File: src/rtl/q_zigzag.sv
// q_zigzag: double-buffered 8x8 zigzag reorder stage.
// Accepts raster-order coefficient pairs and streams each block one coefficient
// per cycle in JPEG zigzag order. Two banks let one block fill while the
// previous one drains.
//
// state    | meaning
// ---------+-----------------------------------------------------------
// S_IDLE   | waiting for the bank at rd_bank to become full
// S_STREAM | walking rd_cnt 0..63 through the zigzag table of rd_bank
module q_zigzag #(
    parameter int COEF_W = 16
) (
    input  logic                  clk_i,
    input  logic                  rst_i,
    input  logic                  in_valid_i,
    output logic                  in_ready_o,
    input  logic [2*COEF_W-1:0]   in_data_i,
    output logic                  out_valid_o,
    input  logic                  out_ready_i,
    output logic [COEF_W-1:0]     out_data_o,
    output logic [5:0]            out_idx_o,
    output logic                  out_last_o
);

    typedef enum logic {S_IDLE, S_STREAM} state_t;

    // zigzag position -> raster address
    localparam logic [5:0] ZZ [64] = '{
        6'd0,  6'd1,  6'd8,  6'd16, 6'd9,  6'd2,  6'd3,  6'd10,
        6'd17, 6'd24, 6'd32, 6'd25, 6'd18, 6'd11, 6'd4,  6'd5,
        6'd12, 6'd19, 6'd26, 6'd33, 6'd40, 6'd48, 6'd41, 6'd34,
        6'd27, 6'd20, 6'd13, 6'd6,  6'd7,  6'd14, 6'd21, 6'd28,
        6'd35, 6'd42, 6'd49, 6'd56, 6'd57, 6'd50, 6'd43, 6'd36,
        6'd29, 6'd22, 6'd15, 6'd23, 6'd30, 6'd37, 6'd44, 6'd51,
        6'd58, 6'd59, 6'd52, 6'd45, 6'd38, 6'd31, 6'd39, 6'd46,
        6'd53, 6'd60, 6'd61, 6'd54, 6'd47, 6'd55, 6'd62, 6'd63
    };

    logic [COEF_W-1:0] mem_q [2][64];
    logic [1:0]        full_q, full_d;
    logic              wr_bank_q, rd_bank_q;
    logic [4:0]        wr_cnt_q;
    // Extra MSB marks "all 64 loaded" so the block is not re-read while
    // the final coefficient waits for its handshake.
    logic [6:0]        rd_cnt_q;
    state_t            state_q;

    logic wr_fire, wr_done, rd_done, rd_load;

    assign in_ready_o = !full_q[wr_bank_q];
    assign wr_fire    = in_valid_i && in_ready_o;
    assign wr_done    = wr_fire && (wr_cnt_q == 5'd31);
    assign rd_done    = out_valid_o && out_ready_i && out_last_o;
    assign rd_load    = (state_q == S_STREAM) && (!out_valid_o || out_ready_i) && !rd_cnt_q[6];

    // Coefficient storage; contents survive reset since full flags gate use.
    always_ff @(posedge clk_i) begin
        if (wr_fire) begin
            mem_q[wr_bank_q][{wr_cnt_q, 1'b0}] <= in_data_i[2*COEF_W-1:COEF_W];
            mem_q[wr_bank_q][{wr_cnt_q, 1'b1}] <= in_data_i[COEF_W-1:0];
        end
    end

    // Full flags: set by the writer, cleared by the reader; never the same bank at once.
    always_comb begin
        full_d = full_q;
        if (wr_done) full_d[wr_bank_q] = 1'b1;
        if (rd_done) full_d[rd_bank_q] = 1'b0;
    end

    // Write pointer and bank flag registers.
    always_ff @(posedge clk_i) begin
        if (rst_i) begin
            full_q    <= 2'b00;
            wr_bank_q <= 1'b0;
            wr_cnt_q  <= 5'd0;
        end else begin
            full_q <= full_d;
            if (wr_fire) begin
                wr_cnt_q <= wr_cnt_q + 5'd1;
                if (wr_done) wr_bank_q <= !wr_bank_q;
            end
        end
    end

    // Read FSM with registered output stage.
    always_ff @(posedge clk_i) begin
        if (rst_i) begin
            state_q     <= S_IDLE;
            rd_bank_q   <= 1'b0;
            rd_cnt_q    <= 7'd0;
            out_valid_o <= 1'b0;
            out_data_o  <= '0;
            out_idx_o   <= 6'd0;
            out_last_o  <= 1'b0;
        end else begin
            case (state_q)
                S_IDLE: begin
                    if (full_q[rd_bank_q]) begin
                        state_q  <= S_STREAM;
                        rd_cnt_q <= 7'd0;
                    end
                end
                S_STREAM: begin
                    if (rd_load) begin
                        out_data_o  <= mem_q[rd_bank_q][ZZ[rd_cnt_q[5:0]]];
                        out_idx_o   <= rd_cnt_q[5:0];
                        out_last_o  <= (rd_cnt_q[5:0] == 6'd63);
                        out_valid_o <= 1'b1;
                        rd_cnt_q    <= rd_cnt_q + 7'd1;
                    end else if (out_valid_o && out_ready_i) begin
                        out_valid_o <= 1'b0;
                    end
                    if (rd_done) begin
                        state_q   <= S_IDLE;
                        rd_bank_q <= !rd_bank_q;
                    end
                end
                default: state_q <= S_IDLE;
            endcase
        end
    end

endmodule

File: config.mk
export PLATFORM = sky130hd
export DESIGN_NAME = q_zigzag
export DESIGN_NICKNAME = d
export VERILOG_FILES = /design/src/rtl/q_zigzag.sv
export SDC_FILE = /design/constraint.sdc
export NUM_CORES = 2
export LEC_CHECK = 0
export CAP_MARGIN = 10
export CORE_MARGIN = 10
export CORE_UTILIZATION = 59
export DETAILED_ROUTE_END_ITERATION = 6
export MAX_ROUTING_LAYER = met4
export PLACE_DENSITY = 0.73
export SYNTH_ARGS = -nofsm -noshare
export SYNTH_HDL_FRONTEND = slang
export SYNTH_SLANG_ARGS = --single-unit
export TNS_END_PERCENT = 20
File: constraint.sdc
create_clock -name clk_i -period 9.9 [get_ports clk_i]
set_input_delay 1.485 -clock clk_i [delete_from_list [all_inputs] [get_ports clk_i]]
set_output_delay 1.485 -clock clk_i [all_outputs]
set_load 0.02 [all_outputs]
==> results.yml <==
finish:
  syn_to_final_growth_pct: 10.6
  layout_common_cells: "2,048 x edfxtp_1, 512 x mux2_2, 439 x mux4_2"
  drive_above_1_share: 0.306
  final_area_um2: 96500
  final_common_cell: "edfxtp_1"
  final_nets: 4836
  fin_cells: 6904
timing:
  fin_crit_ns: 6.44
  slew_viol_final: 0
  setup_violations: 0
  fin_crit_sh: 0.650
  worst_slew_pin_slew_ns: 1.36
  max_slew_margin: 0.0858
  hold_viol_final: 0
  worst_slack_ns: 3.46
  rsz0062_at_grt: "false"
  fmax_mhz: 155
  skew_ns: 0.0392
  tns_ns: 0
pwr:
  clockPowerShare: 0.427
  pwr-share-seq: 0.548
  p_leak_nw: 29.9
  netSwitchingFraction: 0.206
  peakVddDrop_uv: 147
  power.internal_w: 0.0141
  p_sw_w: 0.00367
  p_total_w: 0.0178
  power_frac_comb: 0.026
  powerDensity_nw_per_um2: 184
clock_network:
  htree_levels: 4
  clock-sinks: 2090
  post_cts_resized: 0
  cts_setup_buffers: 0
  clk_path_buf_depth: 3
  cts_hold_buf: 0
  cts_tree: "built"
  path_clk_slew_ns: 0.07
  cts_buffers: 205
  insertion_delay_ns: 0.85
  root_buffer: "clkbuf_16"
yosys:
  synth_adder_area_share: 0.00287
  seq_area_frac_synth: 0.714
  syn_avg_cell_area_um2: 18.4
  synth_nets: 4790
  syn_area_um2: 87300
  synth-compound-area-share: 0.0369
  synth_top_family_by_area: "multiplexers"
  synth_cell_types: 83
  yosysWarnings: 0
  synthArstFlopShare: 0
  synth_edf_count: 2048
  yosys.area_share.simple: 0.0398
  synthXorXnorAreaFrac: 0.000903
  synthCells: 4734
  ys_seq_elements: 2090
  synthMuxAreaShare: 0.184
  yosys_most_used_dff: "edfxtp_1"
floorplan:
  die_x_um: 405
  start_util: 0.592
  dieArea_um2: 164000
  pin_count: 61
  num_rows: 141
  core_area_um2: 147000
  die_height_um: 405
worst_setup_path:
  crit_type: "register to register"
  end_kind: "register"
  cp.arrival_ns: 7.10
  startpoint_type: "register"
  crit_family: "compound AO/OA/AOI/OAI gates"
  max_stage_delay_ns: 0.86
  cp_max_fo: 101
  cp.buffers_inverters: 3
  worst-endpoint-required_ns: 10.56
  crit_chain: "inv_1 > ha_1 > nor2b_1 > a211o_1 > a32oi_1 > o21ai_4 > buf_12 > buf_12 > nor2_2 > nand3_1 > and3_1 > o21ai_0 > o21ai_0 > o32ai_1 > a311oi_1"
  worst_path_max_delay_cell: "nor2_2"
run_status:
  status: "finished, violations left"
  violations: "DRC"
min_path:
  hp-class: "register to register"
grt:
  grt_usage: 0.308
  grt_max_degree: 115
  grt_pass1_vias: 47746
  grt_pass1_wl_mm: 352
  antenna_found_initial: 28
  grt_overflow: 0
place:
  dpl.cell_count: 6500
  post_dp_cell_area_um2: 90000
  dp_hpwl_mm: 143
  dp_slack_ns: 3.96
  port_buffers: 60
  gp_congestion: 0.891
routing:
  vias: 48776
  routedWlPerCell_um: 35.5
  ant_nets: 0
  viasPerCell: 7.06
  drt_wl_total_mm: 245
  drtPass1Iterations: 7
  drcViolationCount: 1
  drtIter0Drc: 8322
job:
  drv_cap: 0
-- cells by family (layout without fill, tap and decap cells) --
logic type / after synthesis / after routing
buffers and inverters: 375 / 595
DFF: 2090 / 2090
and+or+nand+nor: 789 / 789
AOI/OAI and AO/OA: 460 / 460
xor gates and xnor gates: 9 / 9
adders and majority gates: 20 / 20
muxes: 991 / 991
other: 0 / 20
-- cell type report --
| cell class | instances | area [µm²] |
|---|---|---|
| fillers | 9662 | 50800 |
| inverters | 11 | 42.5 |
| well taps | 1930 | 2410 |
| diodes | 20 | 50.0 |
| clock buffers | 265 | 5470 |
| multi-input cells | 2269 | 23500 |
| flip-flops and latches | 2090 | 62300 |
| clock inverters | 116 | 1010 |
| repair buffers | 203 | 1650 |
-- Yosys cell counts (all sizes together), types with 8 or more instances --
master,n,share of area
nand2,359,0.016
mux2,512,0.066
nand4,28,0.0020
inv,10,0.00043
a32oi,22,0.0022
a311oi,18,0.0019
nor3,28,0.0016
o211ai,8,0.00069
edfxtp,2048,0.70
a221oi,15,0.0016
o22ai,67,0.0049
nor2b,12,0.00086
a211oi,32,0.0028
buf,169,0.012
a21oi,60,0.0034
and3,20,0.0014
o221ai,12,0.0012
a31oi,37,0.0027
mux2i,39,0.0045
clkbuf,195,0.0084
a2111oi,8,0.00087
ha,20,0.0029
dfxtp,42,0.0096
and2,9,0.00067
mux4,440,0.11
a22oi,58,0.0050
nand2b,9,0.00065
nor2,187,0.0086
o21ai,64,0.0038
nand3,114,0.0066
-- state kept, by name, summed over array words and instances (netlist names), named ones only --
signal	count
mem_q	2048
out_data_o	16
rd_cnt_q	7
out_idx_o	6
wr_cnt_q	5
full_q	2
out_last_o	1
out_valid_o	1
rd_bank_q	1
state_q	1
wr_bank_q	1
-- routing by layer --
metal | share of wire | global-route usage
met1 | 0.36 | 0.424
met2 | 0.46 | 0.443
met3 | 0.14 | 0.0863
met4 | 0.040 | 0.117
met5 | 0 | -
-- worst min-delay path, cell delays in order (launching register included) --
cell	delay [ns]
dfxtp_1	0.31
nand2_1	0.05
a21oi_1	0.05
-- path summary, 6_finish.rpt --
path	start	endpoint	slack, ns	cells past startpoint
max	rd_cnt_q[0]	out_data_o[0]	3.46	15
max reg2reg	rd_cnt_q[0]	out_data_o[0]	3.46	15
min reg2reg	out_idx_o[3]	out_idx_o[3]	0.46	2
min	out_idx_o[3]	out_idx_o[3]	0.46	2
-- power by group through the flow --
stage	combinational [W]	clock, W	sequential, W
finish	0.000456	0.00760	0.00975
global placement	0.000429	0	0.00993
detailed placement	0.000446	0	0.00993
floorplan	0.000203	0	0.00993
global route	0.000474	0.00799	0.00974
CTS	0.000447	0.00764	0.00975
-- per-stage QoR --
stage	hold WS, ns	utilization
2_1_floorplan	0.437	-
4_1_cts	0.460	0.655
5_1_grt	0.482	0.655
3_5_place_dp	0.452	0.611
3_3_place_gp	0.448	0.611
6_report	0.462	0.655
(Power assumes the default switching activity.)
